## config.mk

```make
export PLATFORM = sky130hd
export DESIGN_NAME = pipeline_dest_tracker_flat
export DESIGN_NICKNAME = d
export VERILOG_FILES = /design/src/rtl/pipeline_dest_tracker_if.sv /design/src/rtl/pipeline_dest_tracker.sv /design/src/flat_wrapper.sv
export SDC_FILE = /design/constraint.sdc
export NUM_CORES = 1
export LEC_CHECK = 0
export BUFFER_PORTS_ARGS = -buffer_cell sky130_fd_sc_hd__buf_2
export CAP_MARGIN = 20
export CORE_AREA = 4 4 64 66
export CTS_CLUSTER_SIZE = 10
export DETAILED_ROUTE_END_ITERATION = 8
export DIE_AREA = 0 0 68 70
export PLACE_DENSITY = 0.68
export REMOVE_ABC_BUFFERS = 1
export SYNTH_ARGS = -nofsm -noshare
export SYNTH_HDL_FRONTEND = slang
export SYNTH_SLANG_ARGS = --single-unit
```

## constraint.sdc

```tcl
create_clock -name clk -period 3.05 [get_ports clk]
set_input_delay 0.305 -clock clk [delete_from_list [all_inputs] [get_ports clk]]
set_output_delay 0.305 -clock clk [all_outputs]
set_load 0.05 [all_outputs]
```

## src/rtl/pipeline_dest_tracker_if.sv

```systemverilog
// Decode/EX/MEM destination-tracking bundle between the datapath latches and the hazard unit.
// master = datapath/decode side driving decode fields and control; slave = the tracker.
interface pipeline_dest_tracker_if #(
  parameter int REG_W = 5,
  parameter int CNT_W = 16
);
  logic             en;
  logic             flush;
  logic             dec_valid;
  logic [REG_W-1:0] dec_rsel1;
  logic [REG_W-1:0] dec_rsel2;
  logic [REG_W-1:0] dec_wsel;
  logic             dec_regwen;
  logic             stall;
  logic [REG_W-1:0] rsel1_dec;
  logic [REG_W-1:0] rsel2_dec;
  logic [REG_W-1:0] wsel_ex;
  logic [REG_W-1:0] wsel_mem;
  logic             ex_valid;
  logic             mem_valid;
  logic             dec_consume;
  logic [CNT_W-1:0] stall_count;

  modport master (
    output en, flush, dec_valid, dec_rsel1, dec_rsel2, dec_wsel, dec_regwen, stall,
    input  rsel1_dec, rsel2_dec, wsel_ex, wsel_mem, ex_valid, mem_valid,
           dec_consume, stall_count
  );

  modport slave (
    input  en, flush, dec_valid, dec_rsel1, dec_rsel2, dec_wsel, dec_regwen, stall,
    output rsel1_dec, rsel2_dec, wsel_ex, wsel_mem, ex_valid, mem_valid,
           dec_consume, stall_count
  );
endinterface

```

## src/rtl/pipeline_dest_tracker.sv

```systemverilog
// Tracks EX/MEM destination registers for the hazard unit; decode fields reach wsel_ex 1 accepted cycle later, wsel_mem 2.
// A stall holds decode and injects an EX bubble while MEM keeps draining; en=0 freezes everything.
module pipeline_dest_tracker #(
  parameter int REG_W = 5,
  parameter int CNT_W = 16
) (
  input logic                    clk,
  input logic                    rst,
  pipeline_dest_tracker_if.slave pif
);

  localparam logic [CNT_W-1:0] CNT_MAX = '1;

  logic [REG_W-1:0] dwsel;
  logic             bubble;
  logic             count_stall;

  logic             ex_valid_q;
  logic [REG_W-1:0] ex_wsel_q;
  logic             mem_valid_q;
  logic [REG_W-1:0] mem_wsel_q;
  logic [CNT_W-1:0] stall_cnt_q;

  // Register 0 never hazards, so a zero select doubles as "no destination".
  assign dwsel       = (pif.dec_valid & pif.dec_regwen) ? pif.dec_wsel : '0;
  assign bubble      = pif.flush | pif.stall;
  assign count_stall = pif.en & pif.stall & ~pif.flush & pif.dec_valid;

  assign pif.rsel1_dec   = pif.dec_valid ? pif.dec_rsel1 : '0;
  assign pif.rsel2_dec   = pif.dec_valid ? pif.dec_rsel2 : '0;
  assign pif.dec_consume = pif.en & (pif.flush | ~pif.stall);

  always_ff @(posedge clk or posedge rst) begin
    if (rst) begin
      ex_valid_q  <= 1'b0;
      ex_wsel_q   <= '0;
      mem_valid_q <= 1'b0;
      mem_wsel_q  <= '0;
      stall_cnt_q <= '0;
    end else if (pif.en) begin
      // MEM advances unconditionally so stalls drain without extra cycles.
      mem_valid_q <= ex_valid_q;
      mem_wsel_q  <= ex_wsel_q;
      if (bubble) begin
        ex_valid_q <= 1'b0;
        ex_wsel_q  <= '0;
      end else begin
        ex_valid_q <= pif.dec_valid;
        ex_wsel_q  <= dwsel;
      end
      if (count_stall && (stall_cnt_q != CNT_MAX)) begin
        stall_cnt_q <= stall_cnt_q + CNT_W'(1);
      end
    end
  end

  assign pif.ex_valid    = ex_valid_q;
  assign pif.mem_valid   = mem_valid_q;
  assign pif.wsel_ex     = ex_wsel_q;
  assign pif.wsel_mem    = mem_wsel_q;
  assign pif.stall_count = stall_cnt_q;

endmodule

```

## src/flat_wrapper.sv

```systemverilog
// flat-port wrapper written by rule: the top's interface ports become plain ports
module pipeline_dest_tracker_flat 
#(
  parameter int REG_W = 5,
  parameter int CNT_W = 16
)
  (clk, rst, pif_en, pif_flush, pif_dec_valid, pif_dec_rsel1, pif_dec_rsel2, pif_dec_wsel, pif_dec_regwen, pif_stall, pif_rsel1_dec, pif_rsel2_dec, pif_wsel_ex, pif_wsel_mem, pif_ex_valid, pif_mem_valid, pif_dec_consume, pif_stall_count);
  pipeline_dest_tracker_if #(.REG_W(REG_W), .CNT_W(CNT_W)) pif_i ();
  input logic clk;
  input logic rst;
  input wire logic [$bits(pif_i.en)-1:0] pif_en;
  input wire logic [$bits(pif_i.flush)-1:0] pif_flush;
  input wire logic [$bits(pif_i.dec_valid)-1:0] pif_dec_valid;
  input wire logic [$bits(pif_i.dec_rsel1)-1:0] pif_dec_rsel1;
  input wire logic [$bits(pif_i.dec_rsel2)-1:0] pif_dec_rsel2;
  input wire logic [$bits(pif_i.dec_wsel)-1:0] pif_dec_wsel;
  input wire logic [$bits(pif_i.dec_regwen)-1:0] pif_dec_regwen;
  input wire logic [$bits(pif_i.stall)-1:0] pif_stall;
  output wire logic [$bits(pif_i.rsel1_dec)-1:0] pif_rsel1_dec;
  output wire logic [$bits(pif_i.rsel2_dec)-1:0] pif_rsel2_dec;
  output wire logic [$bits(pif_i.wsel_ex)-1:0] pif_wsel_ex;
  output wire logic [$bits(pif_i.wsel_mem)-1:0] pif_wsel_mem;
  output wire logic [$bits(pif_i.ex_valid)-1:0] pif_ex_valid;
  output wire logic [$bits(pif_i.mem_valid)-1:0] pif_mem_valid;
  output wire logic [$bits(pif_i.dec_consume)-1:0] pif_dec_consume;
  output wire logic [$bits(pif_i.stall_count)-1:0] pif_stall_count;
  assign pif_i.en = pif_en;
  assign pif_i.flush = pif_flush;
  assign pif_i.dec_valid = pif_dec_valid;
  assign pif_i.dec_rsel1 = pif_dec_rsel1;
  assign pif_i.dec_rsel2 = pif_dec_rsel2;
  assign pif_i.dec_wsel = pif_dec_wsel;
  assign pif_i.dec_regwen = pif_dec_regwen;
  assign pif_i.stall = pif_stall;
  assign pif_rsel1_dec = pif_i.rsel1_dec;
  assign pif_rsel2_dec = pif_i.rsel2_dec;
  assign pif_wsel_ex = pif_i.wsel_ex;
  assign pif_wsel_mem = pif_i.wsel_mem;
  assign pif_ex_valid = pif_i.ex_valid;
  assign pif_mem_valid = pif_i.mem_valid;
  assign pif_dec_consume = pif_i.dec_consume;
  assign pif_stall_count = pif_i.stall_count;
  pipeline_dest_tracker #(.REG_W(REG_W), .CNT_W(CNT_W)) u_core (.clk(clk), .rst(rst), .pif(pif_i));
endmodule
```

Yosys cells after proc, flatten, opt, wreduce, memory -nomap -nowiden
Index checks and enable logic that the tools add are counted.

Register bits after elaboration: 28. Input port bits: 22. Output and inout bits: 39. Word-level logic and storage cells: 23.

Add/sub/neg operators: 1. Equality and inequality tests: 1. Muxes and demuxes: 5. Bitwise operators: 9. Reduce and logical (&&, ||, !) cells: 2.

Operator list (count): $mux W5 (4); $add A16 B1 Y16 const B (1); $ne A16 B16 Y1 const B (1); $and A1 B1 Y1 (5); $not A1 Y1 (2); $or A1 B1 Y1 (2); $reduce_and A2 Y1 (1); $logic_and A1 B1 Y1 (1); $mux W1 (1).

Logic depth before layout (Yosys ltp)
Gate-level depths: netlist (run 1).

Depth in word-level cells: 5. Mapped depth: 6. Gate-level depth less buffers: 5.

Worst setup path before layout (run 1)
Ideal clock, no wire load.

Path kind: input port to output port. From: in pif_en. To: out pif_dec_consume. Arrival: 1895 ps. Required time: 2745 ps. Setup slack: 850 ps. Stages: 3. Path buffers: 2. Cells stage by stage: buf_4 > clkbuf_1 > a21boi_0.

Word-level cells in the longest chain between the ends: 1.

RTL lines: from (decl) (RTL line flat_wrapper.sv:11) `input wire logic [$bits(pif_i.en)-1:0] pif_en;`; $and A1 B1 Y1 (RTL line pipeline_dest_tracker.sv:31) `assign pif.dec_consume = pif.en & (pif.flush | ~pif.stall);`; to (decl) (RTL line flat_wrapper.sv:25) `output wire logic [$bits(pif_i.dec_consume)-1:0] pif_dec_consume;`.

No other way between the ends.

Worst setup path after layout (run 1)
From: reg u_core.stall_cnt_q[0] (netlist: u_core.pif.stall_count[0]). To: reg u_core.stall_cnt_q[1] (netlist: u_core.pif.stall_count[1]).

Word-level cells in the longest chain between the ends: 3. Elaborated cells between the ends (all ways): 4. Classes of those cells: add/sub (1); eq/ne (1); reduce/logical (2).

RTL lines: from (decl) (RTL line pipeline_dest_tracker.sv:22) `logic [CNT_W-1:0] stall_cnt_q;`; from (signal assigned) (RTL line pipeline_dest_tracker.sv:52) `stall_cnt_q <= stall_cnt_q + CNT_W'(1);`; branches (longest 3 deep; another with $add A16 B1 Y16).

Several ways; the timed one is not identified. A chain may end at the register's enable or synchronous reset.

==> results of run 1 <==
[power breakdown]
| part | switching (W) | leakage [nW] | internal [W] |
|---|---|---|---|
| combinational | 0.000189 | 0.546 | 0.0000718 |
| sequential | 0.0000400 | 0.384 | 0.000400 |
| clock | 0.000107 | 0.0210 | 0.0000731 |
| total | 0.000336 | 0.950 | 0.000545 |
[flip-flops by register name (all words and copies together) (netlist names)]
register and flops:
u_core.pif.ex_valid 1, u_core.pif.mem_valid 1, u_core.pif.wsel_mem 5, u_core.pif.stall_count 16
u_core.pif.wsel_ex 5
[worst max-delay path by stage]
stage | from | endpoint | slack (ns) | depth (start not counted)
after floorplan | u_core.pif.stall_count[0]$_DFFE_PP0P_ | u_core.pif.stall_count[1]$_DFFE_PP0P_ | 1.18 | 4
after global placement | u_core.pif.stall_count[0]$_DFFE_PP0P_ | u_core.pif.stall_count[1]$_DFFE_PP0P_ | 1.40 | 4
after detailed placement | u_core.pif.stall_count[0]$_DFFE_PP0P_ | u_core.pif.stall_count[1]$_DFFE_PP0P_ | 1.35 | 4
after CTS | u_core.pif.stall_count[0]$_DFFE_PP0P_ | u_core.pif.stall_count[1]$_DFFE_PP0P_ | 1.33 | 4
after global routing | u_core.pif.stall_count[0]$_DFFE_PP0P_ | u_core.pif.stall_count[1]$_DFFE_PP0P_ | 1.22 | 4
final | u_core.pif.stall_count[0]$_DFFE_PP0P_ | u_core.pif.stall_count[1]$_DFFE_PP0P_ | 1.32 | 4
[stage by stage]
stage	area (um^2)	hold WS [ns]	utilization, %	total power [W]
floorplan	1354	0.3704	-	0.0006259
global placement	1714	0.4853	47.90	0.0006943
detailed placement	1714	0.4936	47.90	0.0007066
CTS	1750	0.1667	48.92	0.0008835
global route	1778	0.03753	49.69	0.0009255
finish	1778	0.008072	49.69	0.0008808
[layout make-up]
class | instances | area, um^2 | share of cell area (%)
flip-flops and latches | 28 | 700.7 | 39.41
multi-input cells | 81 | 626.9 | 35.26
repair buffers | 61 | 327.8 | 18.44
well taps | 48 | 60.06 | 3.378
clock buffers | 4 | 36.28 | 2.041
inverters | 7 | 26.28 | 1.478
[routing by layer]
| metal | vias up | track usage, % | part of all wire (%) |
|---|---|---|---|
| met5 | - | 0 | 0 |
| met2 | 38 | 23.77 | 51 |
| met3 | 4 | 2.572 | 6.2 |
| met4 | 0 | 3.311 | 1.0 |
| met1 | 523 | 17.40 | 42 |
| li1 | 530 | - | - |
[worst max-delay path, stage by stage, from the launching register on]
cell     delay (ns)
dfrtp_1        0.46
ha_1           0.25
and4_4         0.22
a41oi_4        0.32
mux2_2         0.38
[cells by family (layout without fill, tap and decap cells)]
kind of cell,count (synthesis),after routing,share of synthesized area (%)
flip-flops,28,28,50.77
AND/OR/NAND/NOR,48,48,23.57
buffers and inverters,11,72,3.808
multiplexers,8,8,6.528
AO/OA/AOI/OAI,11,11,6.165
adder cells (fa/ha/maj),1,1,0.9065
XOR/XNOR,13,13,8.250
[cell usage in the layout, fill, tap and decap left out]
cell	n
clkbuf_8	1
buf_16	1
and2_2	1
and4_1	1
inv_1	7
nand3b_4	1
o21ai_1	1
a21boi_0	1
xor2_1	3
a41oi_4	1
and4_4	3
nand4_1	6
o21ai_0	6
dfrtp_1	28
nand4b_4	1
nand3_1	4
ha_1	1
and2_1	10
buf_2	60
nor2_1	2
nand2_1	12
mux2_2	8
nor3_2	2
and3_2	2
o31ai_1	2
clkbuf_4	3
nor4_2	1
nand2b_1	1
xnor2_1	10
nor3_1	1
==> flow_summary.json, run 1 <==
{
  "cp.required_ns": 3.28,
  "start_util_pct": 38.57,
  "worstMarginPinSlew_ns": 0.5703,
  "final_cells": 229,
  "critPathKind": "reg -> reg",
  "fin_ws_ns": 1.319,
  "critical_path.endpoint_type": "flop",
  "worstRegToRegCells": 4,
  "nets": 205,
  "post_drt_wl_per_cell_um": 13.08,
  "cts_tree": "yes",
  "cts_setup_buffers": 0,
  "clock_latency_ns": 0.32,
  "grt_max_degree": 29,
  "hpwl_um": 2356,
  "synth_top_cells_by_area": "dfrtp_1 51%, mux2_2 6.5%, xnor2_1 6.3%",
  "drive_gt1_share_pct": 46.96,
  "arrival_ns": 1.96,
  "postCtsHoldBufs": 0,
  "cts-root-buf": "clkbuf_4",
  "drt-total-wl_um": 2996,
  "synth.top_cell.area_share_pct": 50.77,
  "netlist_instances": 120,
  "netlist_top_cells_count": "28 x dfrtp_1, 12 x nand2_1, 10 x and2_1, 10 x xnor2_1, 8 x mux2_2",
  "finClkSkew_ns": 0.003057,
  "clock-sinks": 28,
  "setup_viol": 0,
  "cp-start-kind": "flop",
  "ios": 61,
  "row_count": 22,
  "antennaDiodeCount": 0,
  "slew_headroom_pct": 61.94,
  "vias_per_cell": 4.782,
  "p_leak_nw": 0.9504,
  "seq_area_frac_synth_pct": 50.77,
  "hold_class": "in -> async",
  "clk_pin_slew_ns": 0.15,
  "drv_slew": 0,
  "fmax_ghz": 0.5777,
  "cts-buffers-inserted": 3,
  "area_growth_pct": 28.83,
  "cp_max_fo": 12,
  "ctsLongestPathBuffers": 2,
  "die_area_um2": 4760,
  "ys_seq_elements": 28,
  "die_h_um": 70,
  "period_needed_ns": 1.731,
  "reg2reg_to": "u_core.pif.stall_count[1]$_DFFE_PP0P_",
  "period_share_pct": 56.75,
  "rrSetupSlack_ns": 1.32,
  "hold_viol": 0,
  "h-tree-depth": 1,
  "fill_cells": 353,
  "synth_edf_count": 0,
  "cts-resized-gates": 0,
  "avgSynthCellArea_um2": 11.50,
  "fin_setup_tns_ns": 0,
  "core_area_um2": 3578,
  "synth-main-ff-cell": "dfrtp_1",
  "grt_antenna_before_repair": 0,
  "synth_area_leader_cell": "dfrtp_1",
  "post-synth-top-count-cell": "dfrtp_1",
  "fp.dieW_um": 68,
  "synthArstFlopShare_pct": 100.0,
  "rsz0062_at_grt": "false",
  "first_global_vias": 1143,
  "cap_violations": 0,
  "drc": 0,
  "grt_usage_pct": 13.80,
  "r2r-start": "u_core.pif.stall_count[0]$_DFFE_PP0P_",
  "first_pass_iters": 3,
  "ys.warnings.count": 0,
  "postRouteAntennaNets": 0,
  "run_status": "complete, no violations",
  "power_density_nw_per_um2": 495.4,
  "yosysUniqueCellTypes": 29,
  "grt_pass1_wl_um": 5237,
  "gr-total-overflow": 0,
  "gp_congestion": 0.7697,
  "drt-initial-drc-count": 13,
  "peakVddDrop_v": 0.0005354,
  "synth_area_um2": 1380,
  "place_ws_ns": 1.349,
  "portBuffers": 60,
  "vias": 1095,
  "dp.cells": 224
}
(Power assumes the default switching activity.)
==> run 2, diff against run 1 <==
--- a/config.mk
+++ b/config.mk
@@ -5,13 +5,14 @@
 export SDC_FILE = /design/constraint.sdc
 export NUM_CORES = 1
 export LEC_CHECK = 0
+export ABC_AREA = 1
 export BUFFER_PORTS_ARGS = -buffer_cell sky130_fd_sc_hd__buf_2
 export CAP_MARGIN = 20
-export CORE_AREA = 4 4 64 66
+export CORE_AREA = 4 4 68 70
 export CTS_CLUSTER_SIZE = 10
 export DETAILED_ROUTE_END_ITERATION = 8
-export DIE_AREA = 0 0 68 70
-export PLACE_DENSITY = 0.68
+export DIE_AREA = 0 0 72 74
+export PLACE_DENSITY = 0.66
 export REMOVE_ABC_BUFFERS = 1
 export SYNTH_ARGS = -nofsm -noshare
 export SYNTH_HDL_FRONTEND = slang
==> constraint.sdc (replaced) <==
create_clock -name clk -period 1.8 [get_ports clk]
set_input_delay 0.18 -clock clk [delete_from_list [all_inputs] [get_ports clk]]
set_output_delay 0.18 -clock clk [all_outputs]
set_load 0.05 [all_outputs]
==> flow_summary.json, run 2 <==
{
  "grt_usage_pct": 14.35,
  "pwr-share-comb_pct": 22.9,
  "fill_cells": 390,
  "cp_max_fo": 17,
  "worstMarginPinSlew_ns": 0.5762,
  "seqPwrFrac_pct": 45.3,
  "cts_tree": "yes",
  "synth.area.mux_share_pct": 0,
  "slew_headroom_pct": 61.29,
  "sw_frac_of_total_pct": 32.42,
  "cp_common_cell": "nand2_1",
  "drt-met1-wl_um": 1668,
  "cp_num_buf_inv": 1,
  "row_count": 23,
  "first_pass_iters": 4,
  "post_drt_wl_per_cell_um": 10.93,
  "cts_setup_buffers": 0,
  "die_area_um2": 5328,
  "gp_congestion": 0.8086,
  "critPathKind": "reg -> reg",
  "crit_end": "u_core.pif.stall_count[11]$_DFFE_PP0P_",
  "h-tree-depth": 1,
  "clock_latency_ns": 0.28,
  "grt_max_degree": 29,
  "setup_viol": 0,
  "finClkSkew_ns": 0.004804,
  "run_status": "complete, no violations",
  "reg2reg_to": "u_core.pif.stall_count[11]$_DFFE_PP0P_",
  "fmax_ghz": 0.6239,
  "drive_gt1_share_pct": 27.43,
  "ios": 61,
  "whs_ns": 0.1154,
  "placed_cell_area_um2": 1922,
  "internal-power_w": 0.001053,
  "synth_top_cells_by_area": "dfrtp_1 45%, nand2_1 26%, inv_1 5.5%",
  "p_sw_w": 0.0005052,
  "met3_length_um": 212,
  "avgSynthCellArea_um2": 6.965,
  "hpwl_um": 2863,
  "ys_seq_elements": 28,
  "drt-initial-drc-count": 45,
  "start_util_pct": 39.29,
  "nets": 312,
  "fin_ws_ns": 0.1971,
  "period_share_pct": 89.05,
  "cts-buffers-inserted": 3,
  "ys.warnings.count": 0,
  "synth-main-ff-cell": "dfrtp_1",
  "synth.top_cell.area_share_pct": 44.91,
  "hp-start": "pif_dec_wsel[1]",
  "area_growth_pct": 28.39,
  "mostFrequentLayoutCells": "108 x nand2_1, 60 x buf_2, 28 x dfrtp_1, 23 x inv_1, 14 x nor2_1",
  "grt_antenna_before_repair": 0,
  "design_area_um2": 2003,
  "critical_path.endpoint_type": "flop",
  "p_clk_share_pct": 31.8,
  "crit_start": "u_core.pif.stall_count[1]$_DFFE_PP0P_",
  "p_leak_nw": 1.211,
  "antennaDiodeCount": 0,
  "worstPathCellList": "ha_1, nand3_2, nor2_2, nand2_2, nand2_4, inv_2, nand2_1, nand2_1",
  "cp-start-kind": "flop",
  "hold_viol": 0,
  "grt_pass1_wl_um": 6044,
  "power_density_nw_per_um2": 778.0,
  "synth_area_leader_cell": "dfrtp_1",
  "r2r-start": "u_core.pif.stall_count[1]$_DFFE_PP0P_",
  "fp.dieW_um": 72,
  "period_needed_ns": 1.603,
  "seq_area_frac_synth_pct": 44.91,
  "fin_setup_tns_ns": 0,
  "netlist_top_cells_count": "108 x nand2_1, 28 x dfrtp_1, 23 x inv_1",
  "rrSetupSlack_ns": 0.20,
  "gr-total-overflow": 0,
  "yosysUniqueCellTypes": 22,
  "critPathMaxStageDelay_ns": 0.42,
  "ctsLongestPathBuffers": 2,
  "yosys.area_share.simple_pct": 40.10,
  "slowest_stage": "dfrtp_1",
  "crit_cells": 8,
  "final_util_pct": 50.44,
  "synth-xor-area-share_pct": 3.929,
  "portBuffers": 60,
  "core_area_um2": 3971,
  "drt-total-wl_um": 3693,
  "postRouteAntennaNets": 0,
  "rsz0062_at_grt": "false",
  "cts-root-buf": "clkbuf_8",
  "postCtsHoldBufs": 1,
  "vias_per_cell": 4.447,
  "worstRegToRegCells": 8,
  "cap_violations": 0,
  "route.met2.wl_um": 1777,
  "top_layer_used": "met4",
  "peakVddDrop_v": 0.0005138,
  "drv_slew": 0,
  "cp.required_ns": 1.98,
  "vias": 1503,
  "synthArstFlopShare_pct": 100.0,
  "netlist_instances": 224,
  "largest_reg_flops": 16,
  "clk_pin_slew_ns": 0.10,
  "synth_compound_gate_area_share_pct": 1.764,
  "die_h_um": 74,
  "cts-resized-gates": 0,
  "final_common_cell": "nand2_1",
  "arrival_ns": 1.78,
  "place_ws_ns": 0.2054,
  "critPathTopFamily": "simple AND/OR/NAND/NOR gates",
  "hold_class": "in -> reg",
  "synth_top_family_by_area": "simple AND/OR/NAND/NOR gates",
  "clock-sinks": 28,
  "synth_edf_count": 0,
  "synthAdderAreaFrac_pct": 0.8019,
  "first_global_vias": 1369,
  "post-synth-top-count-cell": "nand2_1",
  "drc": 0,
  "synth_area_um2": 1560
}
-- run 2: final cells by class --
cell class | instances | area, um^2 | area share (%)
timing repair buffer | 64 | 332.8 | 16.61
inverter | 29 | 108.9 | 5.434
sequential | 28 | 700.7 | 34.98
clock buffer | 3 | 41.29 | 2.061
clock inverter | 1 | 30.03 | 1.499
multi-input combinational | 163 | 726.9 | 36.29
tap | 50 | 62.56 | 3.123
-- run 2: tightest hold or removal path, delay by kind of cell --
| family | cells | cell delay, ns |
|---|---|---|
| and+or+nand+nor | 2 | 0.11 |
| buffers and inverters | 1 | 0.07 |
-- run 2: worst min path at each step --
| stage | to | cells past startpoint | slack [ns] |
|---|---|---|---|
| after detailed placement | u_core.pif.wsel_mem[1]$_DFFE_PP0P_ | 3 | 0.26 |
| after global placement | u_core.pif.wsel_ex[2]$_DFFE_PP0P_ | 3 | 0.26 |
| final | u_core.pif.wsel_ex[1]$_DFFE_PP0P_ | 3 | 0.12 |
| after global routing | u_core.pif.wsel_ex[4]$_DFFE_PP0P_ | 3 | 0.10 |
| after floorplan | u_core.pif.ex_valid$_DFFE_PP0P_ | 1 | 0.25 |
| after CTS | u_core.pif.wsel_ex[4]$_DFFE_PP0P_ | 3 | 0.11 |
-- run 2: power groups by stage --
stage	registers, W	logic (W)	clock network (W)
2_1_floorplan	0.000829	0.000142	0
3_3_place_gp	0.000716	0.000362	0
3_5_place_dp	0.000717	0.000362	0
4_1_cts	0.000706	0.000364	0.000512
5_1_grt	0.000714	0.000389	0.000540
6_report	0.000706	0.000357	0.000496
-- run 2: cell families after synthesis --
| kind of cell | after synthesis |
|---|---|
| buffers and inverters | 33 |
| adders and majority gates | 1 |
| xor gates and xnor gates | 7 |
| and+or+nand+nor | 150 |
| DFF | 28 |
| AOI/OAI and AO/OA | 5 |
-- run 2: stage by stage --
| stage | power [W] | instances |
|---|---|---|
| after detailed placement | 0.001079 | 333 |
| after global placement | 0.001077 | 333 |
| after global routing | 0.001643 | 338 |
| after floorplan | 0.0009711 | 220 |
| final | 0.001559 | 338 |
| after CTS | 0.001582 | 338 |
-- run 2: layer usage --
metal / track usage [%] / vias to the layer above
met5: 0 / -
met4: 3.758 / 0
met3: 3.649 / 5
met2: 24.69 / 38
met1: 18.08 / 652
li1: - / 808
==> run 3, diff against run 2 <==
--- a/config.mk
+++ b/config.mk
@@ -6,13 +6,12 @@
 export NUM_CORES = 1
 export LEC_CHECK = 0
 export ABC_AREA = 1
-export BUFFER_PORTS_ARGS = -buffer_cell sky130_fd_sc_hd__buf_2
 export CAP_MARGIN = 20
 export CORE_AREA = 4 4 68 70
 export CTS_CLUSTER_SIZE = 10
 export DETAILED_ROUTE_END_ITERATION = 8
 export DIE_AREA = 0 0 72 74
-export PLACE_DENSITY = 0.66
+export DONT_BUFFER_PORTS = 1
 export REMOVE_ABC_BUFFERS = 1
 export SYNTH_ARGS = -nofsm -noshare
 export SYNTH_HDL_FRONTEND = slang
==> flow_summary.json, run 3 (synthesis results as in run 2) <==
{
  "run_status": "complete, no violations",
  "drv_slew": 0,
  "dp.cells": 290,
  "ios": 61,
  "largest_reg_flops": 16,
  "antennaDiodeCount": 0,
  "vias_per_cell": 4.676,
  "hp-start": "pif_en",
  "die_area_um2": 5328,
  "postRouteAntennaNets": 0,
  "fp.dieW_um": 72,
  "sw_frac_of_total_pct": 32.58,
  "final_common_cell": "nand2_1",
  "grt_usage_pct": 14.27,
  "fill_cells": 407,
  "hold_viol": 0,
  "cp_common_cell": "nand2_1",
  "cp-start-kind": "flop",
  "arrival_ns": 1.73,
  "critPathKind": "reg -> reg",
  "post_drt_wl_per_cell_um": 12.30,
  "cts_tree": "yes",
  "place_ws_ns": 0.2745,
  "internal-power_w": 0.001041,
  "grt_max_degree": 29,
  "clock-sinks": 28,
  "cap_violations": 0,
  "top_usage_layer": "met2",
  "clock_latency_ns": 0.28,
  "mostFrequentLayoutCells": "108 x nand2_1, 28 x dfrtp_1, 23 x inv_1, 20 x buf_4, 14 x nor2_1",
  "start_util_pct": 39.29,
  "h-tree-depth": 1,
  "seqCellArea_um2": 700.7,
  "fin_ws_ns": 0.2430,
  "use_met3_pct": 5.135,
  "die_h_um": 74,
  "critPathMaxStageDelay_ns": 0.37,
  "p_leak_nw": 1.020,
  "drt-total-wl_um": 3642,
  "met2_usage_pct": 24.18,
  "setup_viol": 0,
  "use_met1_pct": 17.59,
  "cp.required_ns": 1.97,
  "first_pass_iters": 4,
  "rsz0062_at_grt": "false",
  "placed_cell_area_um2": 1749,
  "drt-initial-drc-count": 74,
  "vias": 1384,
  "worstPathCellList": "ha_1, nand3_2, nor2_2, nand2_2, nand2_4, inv_2, nand2_1, nand2_1",
  "worstMarginPinSlew_ns": 0.5947,
  "cts-buffers-inserted": 3,
  "drive_gt1_share_pct": 14.63,
  "seqPwrFrac_pct": 47.1,
  "finClkSkew_ns": 0.002790,
  "power_density_nw_per_um2": 838.7,
  "p_clk_share_pct": 32.7,
  "finalPower_w": 0.001544,
  "ctsLongestPathBuffers": 2,
  "hold_class": "in -> reg",
  "row_count": 23,
  "fmax_ghz": 0.6423,
  "gr-total-overflow": 0,
  "nets": 270,
  "peakVddDrop_v": 0.0006996,
  "period_needed_ns": 1.557,
  "area_growth_pct": 17.96,
  "critical_path.endpoint_type": "flop",
  "hold-path-cell-count": 2,
  "grt_pass1_wl_um": 5996,
  "drc": 0,
  "multi_input_area_um2": 726.9,
  "slowest_stage": "dfrtp_1",
  "period_share_pct": 86.50,
  "grt_antenna_before_repair": 0,
  "crit_start": "u_core.pif.stall_count[1]$_DFFE_PP0P_",
  "fin_setup_tns_ns": 0,
  "core_area_um2": 3971,
  "p_sw_w": 0.0005030,
  "slew_headroom_pct": 60.05,
  "worstRegToRegCells": 8,
  "r2r-start": "u_core.pif.stall_count[1]$_DFFE_PP0P_",
  "gp_congestion": 0.7737,
  "design_area_um2": 1841,
  "portBuffers": 0,
  "first_global_vias": 1294,
  "cts-resized-gates": 0,
  "clk_pin_slew_ns": 0.10,
  "pwr-share-comb_pct": 20.2,
  "hpwl_um": 2733,
  "cp_max_fo": 17,
  "cts-root-buf": "clkbuf_8",
  "final_cells": 296
}
run 3: cell types whose count changed in the layout (fill, tap and decap cells not counted), sizes merged:
cell         before  now
dlygate4sd3       1    2
buf              63   20
run 3: worst max-delay path: cells and delay by family, from the launching register on:
family                   cells  cell delay [ns]
flip-flops                   1             0.37
AND/OR/NAND/NOR              6             0.70
buffers and inverters        1             0.14
adder cells (fa/ha/maj)      1             0.24
run 3: layer usage:
metal | wire, um | vias up
met4 | 30 | 0
met5 | 0 | -
met2 | 1726 | 45
met3 | 330 | 4
li1 | - | 723
met1 | 1555 | 612
run 3: metrics by stage:
stage / hold slack (ns) / utilization (%)
floorplan: 0.2454 / -
finish: 0.009181 / 46.35
detailed placement: 0.1706 / 44.05
global route: 0.001771 / 46.35
CTS: 0.001320 / 46.09
global placement: 0.1706 / 44.05
run 3: cell type report:
class                           count  area share (%)
Inverter                           29           5.914
Tap cell                           50           3.399
Multi-Input combinational cell    163           39.50
Timing Repair Buffer               22           9.245
Clock inverter                      1           1.632
Sequential cell                    28           38.07
Clock buffer                        3           2.243
run 3: what timing repair did:
action | CTS | global route
setup buffers | 0 | 0
hold endpoints to repair | 28 | 1
hold buffers | 1 | 1
run 3: power by group through the flow:
stage / Clock, W / Combinational, W / Sequential (W)
3_5_place_dp: 0 / 0.000309 / 0.000740
4_1_cts: 0.000522 / 0.000312 / 0.000728
6_report: 0.000505 / 0.000311 / 0.000728
5_1_grt: 0.000549 / 0.000333 / 0.000733
3_3_place_gp: 0 / 0.000309 / 0.000739
2_1_floorplan: 0 / 0.000142 / 0.000829
run 3: path summary, 6_finish.rpt:
check | end | slack, ns
setup / recovery | u_core.pif.stall_count[1]$_DFFE_PP0P_ | 0.24
min in group asynchronous | u_core.pif.stall_count[1]$_DFFE_PP0P_ | 0.41
setup reg to reg | u_core.pif.stall_count[1]$_DFFE_PP0P_ | 0.24
hold / removal | u_core.pif.wsel_mem[4]$_DFFE_PP0P_ | 0.009
hold reg to reg | u_core.pif.stall_count[8]$_DFFE_PP0P_ | 0.54
max in group asynchronous | u_core.pif.stall_count[12]$_DFFE_PP0P_ | 1.13
